### src/rtl/uart_tx.sv
// uart_tx: 8N1 serial transmitter with a one-byte holding register.
// A byte is taken through valid/ready into the holding register, then moved
// into the shifter when the line is free. Loading straight from the end of a
// stop bit lets queued bytes go out back-to-back with no idle bit.
module uart_tx #(
    parameter int BASE_CLK     = 50_000_000,
    parameter int BAUDRATE     = 115_200,
    parameter int CLKS_PER_BIT = BASE_CLK / BAUDRATE
) (
    input  logic       clk,
    input  logic       rst,
    input  logic [7:0] tx_data,
    input  logic       tx_valid,
    output logic       tx_ready,
    output logic       serial_out,
    output logic       busy,
    output logic       done
);

    localparam int                BAUD_W    = (CLKS_PER_BIT > 1) ? $clog2(CLKS_PER_BIT) : 1;
    localparam logic [BAUD_W-1:0] BAUD_LAST = BAUD_W'(CLKS_PER_BIT - 1);

    typedef enum logic [1:0] {
        IDLE,
        START,
        DATA,
        STOP
    } state_t;

    state_t            state_q, state_d;
    logic [BAUD_W-1:0] baud_q, baud_d;
    logic [2:0]        bit_q, bit_d;
    logic [7:0]        shift_q, shift_d;
    logic [7:0]        hold_q;
    logic              hold_full_q, hold_full_d;
    logic              serial_q, serial_d;
    logic              accept;
    logic              bit_end;

    // A handshake can only happen while the holding register is empty, so it
    // never collides with a shifter load (which needs the register full).
    assign accept   = tx_valid && !hold_full_q;
    assign bit_end  = (baud_q == BAUD_LAST);

    assign tx_ready   = !hold_full_q;
    assign serial_out = serial_q;
    assign busy       = (state_q != IDLE);
    assign done       = (state_q == STOP) && bit_end;

    // Next-state, counters, shifter and holding-register flag.
    always_comb begin
        state_d     = state_q;
        baud_d      = baud_q;
        bit_d       = bit_q;
        shift_d     = shift_q;
        hold_full_d = hold_full_q;

        if (accept) begin
            hold_full_d = 1'b1;
        end

        case (state_q)
            IDLE: begin
                baud_d = '0;
                if (hold_full_q) begin
                    shift_d     = hold_q;
                    hold_full_d = 1'b0;
                    state_d     = START;
                end
            end
            START: begin
                if (bit_end) begin
                    baud_d  = '0;
                    bit_d   = 3'd0;
                    state_d = DATA;
                end else begin
                    baud_d = baud_q + BAUD_W'(1);
                end
            end
            DATA: begin
                if (bit_end) begin
                    baud_d  = '0;
                    shift_d = {1'b0, shift_q[7:1]};
                    bit_d   = bit_q + 3'd1;
                    if (bit_q == 3'd7) begin
                        state_d = STOP;
                    end
                end else begin
                    baud_d = baud_q + BAUD_W'(1);
                end
            end
            STOP: begin
                if (bit_end) begin
                    baud_d = '0;
                    if (hold_full_q) begin
                        // Chain straight into the next start bit.
                        shift_d     = hold_q;
                        hold_full_d = 1'b0;
                        state_d     = START;
                    end else begin
                        state_d = IDLE;
                    end
                end else begin
                    baud_d = baud_q + BAUD_W'(1);
                end
            end
            default: begin
                state_d = IDLE;
            end
        endcase

        // The line is registered from the upcoming state, so it changes on
        // the same edge as the state and only on bit boundaries.
        case (state_d)
            START:   serial_d = 1'b0;
            DATA:    serial_d = shift_d[0];
            default: serial_d = 1'b1;
        endcase
    end

    // Control state: async active-low reset aborts any frame and drops the held byte.
    always_ff @(posedge clk or negedge rst) begin
        if (!rst) begin
            state_q     <= IDLE;
            baud_q      <= '0;
            bit_q       <= 3'd0;
            hold_full_q <= 1'b0;
            serial_q    <= 1'b1;
        end else begin
            state_q     <= state_d;
            baud_q      <= baud_d;
            bit_q       <= bit_d;
            hold_full_q <= hold_full_d;
            serial_q    <= serial_d;
        end
    end

    // Data registers: contents are only meaningful when qualified by control state.
    always_ff @(posedge clk) begin
        shift_q <= shift_d;
        if (accept) begin
            hold_q <= tx_data;
        end
    end

endmodule
### config.mk
export PLATFORM = sky130hd
export DESIGN_NAME = uart_tx
export DESIGN_NICKNAME = d
export VERILOG_FILES = /design/src/rtl/uart_tx.sv
export SDC_FILE = /design/constraint.sdc
export NUM_CORES = 1
export LEC_CHECK = 0
export CAP_MARGIN = 5
export CORE_MARGIN = 3
export CORE_UTILIZATION = 56
export DETAILED_ROUTE_END_ITERATION = 12
export PLACE_DENSITY = 0.82
export SYNTH_ARGS = -nofsm -noshare
export SYNTH_HDL_FRONTEND = slang
export SYNTH_SLANG_ARGS = --single-unit
### constraint.sdc
create_clock -name clk -period 2.2 [get_ports clk]
set_input_delay 0.44 -clock clk [delete_from_list [all_inputs] [get_ports clk]]
set_output_delay 0.44 -clock clk [all_outputs]
set_load 0.01 [all_outputs]
* Word level (Yosys, flattened, before mapping)
Cells that the tools add are included.
** Storage, ports and cells
- Flip-flop bits (word level) :: 32
- Bits of input ports :: 11
- Output and inout port bits :: 4
- Word-level logic and storage cells :: 51
** Cells by class
- Add/sub/neg operators :: 2
- Equality and inequality tests :: 10
- Mux-type cells :: 21
- Reductions and logical operators :: 10
** Operators with widths (number)
- two-way mux 8 bit :: 3
- one-hot mux 8 bit (3 select lines) :: 1
- one-hot mux 9 bit (2 select lines) :: 1
- two-way mux 2 bit :: 5
- adder 9 x 1 -> 9 bit, second input constant :: 1
- equality test 9 bit, second input constant :: 1
- two-way mux 9 bit :: 1
- one-hot mux 2 bit (4 select lines) :: 1
- equality test 2 bit, second input constant :: 3
- two-way mux 3 bit :: 2
- inequality test 2 bit, second input constant :: 3
- one-hot mux 3 bit (2 select lines) :: 1
- AND reduction 3 bit :: 2
- equality test 2 x 1 -> 1 bit, second input constant :: 2
- two-way mux 1 bit :: 4
- one-hot mux 1 bit (2 select lines) :: 2
- nonzero test 2 bit :: 2
- adder 3 x 1 -> 3 bit, second input constant :: 1
- equality test 3 bit, second input constant :: 1
- nonzero test 3 bit :: 1
- OR reduction 3 bit :: 1
- logical AND 1 bit :: 2
- logical NOT 2 bit :: 1
- logical NOT 1 bit :: 1

* Depth between registers and ports, before layout
- Word-level depth :: 6
- Mapped depth :: 8

* Worst setup path before layout
No wires, ideal clock.
- Kind :: flip-flop to flip-flop
- From :: reg baud_q[2]
- To :: reg shift_q[1] (enable)
- Setup time :: 0.381 ns
- Data arrival time :: 1.627 ns
- Slack :: 0.192 ns
- Stages on the path, launching flop included :: 5
- Path buffers :: 0
- Cell sequence :: dfrtp_1 > or4b_4 > nor2_1 > nand2_1 > o21ai_0
** On the way
- Cells in the longest elaborated chain, start to end :: 3
- Elaborated cells between the ends (all ways) :: 4
- Classes of those cells :: eq/ne (3); reduce/logical (1)
** Ends and longest elaborated chain
- start, declared :: line 31 : logic [BAUD_W-1:0] baud_q, baud_d;
- start signal, assigned :: line 131 : baud_q <= baud_d;
- equality test 9 bit (*) :: line 43 : assign bit_end = (baud_q == BAUD_LAST);
- inequality test 2 bit (no line)
- AND reduction 3 bit (no line) (*)
- end signal, assigned :: line 140 : shift_q <= shift_d;
- end, declared :: line 33 : logic [7:0] shift_q, shift_d;
Every way passes the cells marked *; elsewhere a longest branch is shown, timed or not.
A chain may end at the register's enable or synchronous reset.

* Worst setup path after layout
- From :: reg state_q[0]
- To :: out done
** On the way
- Cells in the longest elaborated chain, start to end :: 2
** Ends and longest elaborated chain
- start, declared :: line 30 : state_t state_q, state_d;
- start signal, assigned :: line 130 : state_q <= state_d;
- equality test 2 bit :: line 48 : assign done = (state_q == STOP) && bit_end;
- logical AND 1 bit :: line 48
- end, declared :: line 17 : output logic done
Every way passes these cells.

==> out/results.md <==
- count of unique library cells instantiated by Yosys: 42
- unrepaired setup endpoints after global routing: false
- Setup TNS Final: 0 ps
- area enclosed by the die boundary: 3575 sq um
- syn_nets: 159
- static leakage power: 0.0008142 uW
- core region area: 2613 sq um
- critical path required time: 1760 ps
- Antenna diodes: 0
- gr busiest metal: met2
- average cell area after synthesis: 11.66 sq um
- residual overflow from global routing: 0
- CTS hold repair buffers: 0
- clock latency of the later-clocked register in the worst-skew pair: 340 ps
- highest attainable clock frequency: 469.2 MHz
- detailed-route DRC error count: 0
- final number of max-transition violations: 0
- wire length after detailed routing: 3492 microns
- wire length of the first global-routing pass: 5616 microns
- worst clock skew on the final layout: 13.71 ps
- cell area after technology mapping: 1620 sq um
- Port Buffers: 14
- FF+latch area: 874.6 sq um
- DR WL/cell: 17.64 microns
- number of buffers created by CTS: 5
- area of the multi-input gates: 720.7 sq um
- type of the tightest min-delay check: input port to asynchronous set/reset pin
- post-synthesis sequential area ratio: 0.5382
- post-detailed-route count of antenna-violating nets: 0
- Worst setup SP type: flip-flop
- initial antenna violation count: 0
- CTS H-tree depth: 2
- Worst path slowest cell: dfrtp_2
- number of violations reported at the end of detailed-routing iteration 0: 79
- Largest delay share family, worst path: flip-flops
- worst max-slew margin expressed relative to the limit: 0.5109
- cells along the critical path: buf_4, ha_1, and3_1, dlygate4sd2_1
- HPWL Detailed: 2390 microns
- endpoints failing setup: 0
- GRT met3 Usage: 0.09503
- die width: 59.79 microns
- commonest register cell after synthesis: edfxtp_1
- async set or reset register ratio after synthesis: 0.5000
- GR Util met2: 0.3272
- endpoint type of the worst setup path: output port
- number of vias after detailed routing: 1210
- effective utilization at floorplan: 0.6202
- part of the cycle the worst path needs: 0.9688
- fraction of met1 tracks used by global routing: 0.2831
- 1st-pass router iterations: 4
- number of register bits inferred by synthesis: 32
- number of clock sinks: 32
- count of endpoints failing hold in the final timing report: 0
- final-layout fill cell count: 151
- number of primary I/O pins: 15
- run status: finished, final reports clean
- number of global-route vias before repair: 1191
- worst-case vdd ir drop: 0.0009288 V
- worst path bufs/invs: 2
- worst endpoint data arrival time: 1690 ps
- global placement routability congestion: 0.8666
- Site Rows: 18
- root buffer cell: clkbuf_4
- Critical Setup Path Class: flip-flop to output port
- buffers from clock root to sink, at most: 2
- Worst-Margin Slew: 731.4 ps
- Synthesis Warnings: 0
- vias per std cell: 6.111
- clock edge transition at the registers on the reported setup and hold paths: 100 ps
- number of maximum-capacitance constraint violations: 0
- count of flip-flops with a built-in enable after synthesis: 15
- Worst Path Max Fanout: 6
- slowest cell delay on critical path: 450 ps
- worst hold slack: 515.3 ps
- Final Cell Area: 1959 sq um
- post-place instance area: 1842 sq um
- post-synthesis cell count: 139
- CTS tree: done
- power per cell area: 1081 nW/um^2
- overall track demand over capacity in global routing: 0.2234
- Period minus WS final: 2131 ps
- fraction of final layout cells with drive strength greater than 1: 0.2202
- maximum number of pins on one net before global-route repair: 17
- Syn-to-layout area delta: 20.93%
- Die Height: 59.79 microns
- total number of nets in the final design: 187
-- worst paths after layout --
| check | from | endpoint | slack, ps | cells past startpoint |
|---|---|---|---|---|
| setup / recovery | state_q[0]$_DFF_PN0_ | done | 70 | 4 |
| hold / removal | rst | hold_full_q$_DFF_PN0_ | 520 | 1 |
| setup reg to reg | state_q[0]$_DFF_PN0_ | serial_out$_DFF_PN1_ | 110 | 7 |
| hold reg to reg | baud_q[0]$_DFF_PN0_ | baud_q[0]$_DFF_PN0_ | 520 | 1 |
| max in group asynchronous | rst | state_q[0]$_DFF_PN0_ | 1180 | 1 |
| min in group clk | baud_q[0]$_DFF_PN0_ | baud_q[0]$_DFF_PN0_ | 520 | 1 |
-- kinds of logic after synthesis --
kind of cell    share of synthesized area
simple gates                       0.1413
flops                              0.5382
compound gates                     0.1336
buf+inv                           0.02625
mux                               0.05869
fa+ha+maj                         0.06950
xor+xnor                          0.03244
-- where the power goes --
group          total, uW  leakage [uW]  switching (uW)  internal, uW
registers            906      0.000362            99.4           807
logic                769      0.000410             401           368
clock network        442     0.0000422             204           238
total               2120      0.000814             704          1410
-- registers in the layout, indices dropped and copies added (netlist names) --
| name | cells |
|---|---|
| state_q | 2 |
| hold_q | 8 |
| bit_q | 3 |
| hold_full_q | 1 |
| baud_q | 9 |
| shift_q | 8 |
| serial_out | 1 |
-- cell usage after synthesis, types with 2 or more instances --
library cell | instances | area (sq um)
a21oi_1 | 3 | 15.01
a32o_1 | 2 | 20.02
clkbuf_1 | 2 | 7.510
dfrtp_1 | 15 | 375.4
edfxtp_1 | 15 | 450.4
ha_1 | 9 | 112.6
inv_1 | 7 | 26.28
mux2i_1 | 8 | 80.08
nand2_1 | 12 | 45.04
nand3_1 | 3 | 15.01
nor2_1 | 16 | 60.06
nor4b_2 | 2 | 30.03
o21ai_0 | 10 | 50.05
o32a_2 | 2 | 22.52
or2_2 | 2 | 12.51
xnor2_1 | 3 | 26.28
xor2_1 | 3 | 26.28
-- layer usage --
| layer | up-vias | share of wire |
|---|---|---|
| li1 | 563 | - |
| met1 | 593 | 0.42 |
| met2 | 48 | 0.49 |
| met3 | 6 | 0.072 |
| met4 | 0 | 0.015 |
| met5 | - | 0 |
-- repair_timing --
action | 4_1_cts | 5_1_grt
setup buffers | 0 | 3
setup endpoints to repair | 2 | 2
gates resized for setup | 7 | 1
-- layout make-up --
cell class,count,area share
flip-flops and latches,32,0.4464
multi-input cells,96,0.3678
repair buffers,25,0.1143
clock buffers,6,0.02107
well taps,30,0.01916
clock inverters,2,0.01788
inverters,7,0.01341
-- cells in the final DEF, fill, tap and decap left out, types with 2 or more instances in the layout --
cell and n:
edfxtp_1 15, clkbuf_4 5, mux2i_1 8, dfrtp_1 13, dfrtp_2 2, o32a_2 2
inv_1 6, nor2_1 16, clkdlybuf4s50_1 12, xnor2_1 3, nor4b_2 2, o21ai_0 10
a32o_1 2, a21oi_1 3, xor2_1 3, nand2_1 12, nand3_1 3, ha_1 8
or2_2 2, buf_4 11
-- worst register-to-register path, stage by stage, from the launching register on --
cell      delay (ps)
dfrtp_2          450
buf_4            150
ha_1             290
o31a_1           320
a311oi_1         250
o32a_2           230
o21ai_1           70
mux2_4           250
-- metrics by stage --
| stage | instances | util | power (uW) | worst slack (ps) |
|---|---|---|---|---|
| after global routing | 198 | 0.7500 | 2240 | 2.170 |
| after global placement | 187 | 0.7050 | 1585 | 215.4 |
| after floorplan | 139 | - | 1372 | 191.9 |
| after detailed placement | 187 | 0.7050 | 1627 | 142.9 |
| after CTS | 195 | 0.7404 | 2090 | 18.94 |
| final | 198 | 0.7500 | 2117 | 68.65 |
Power figures use the tool's default switching activity.
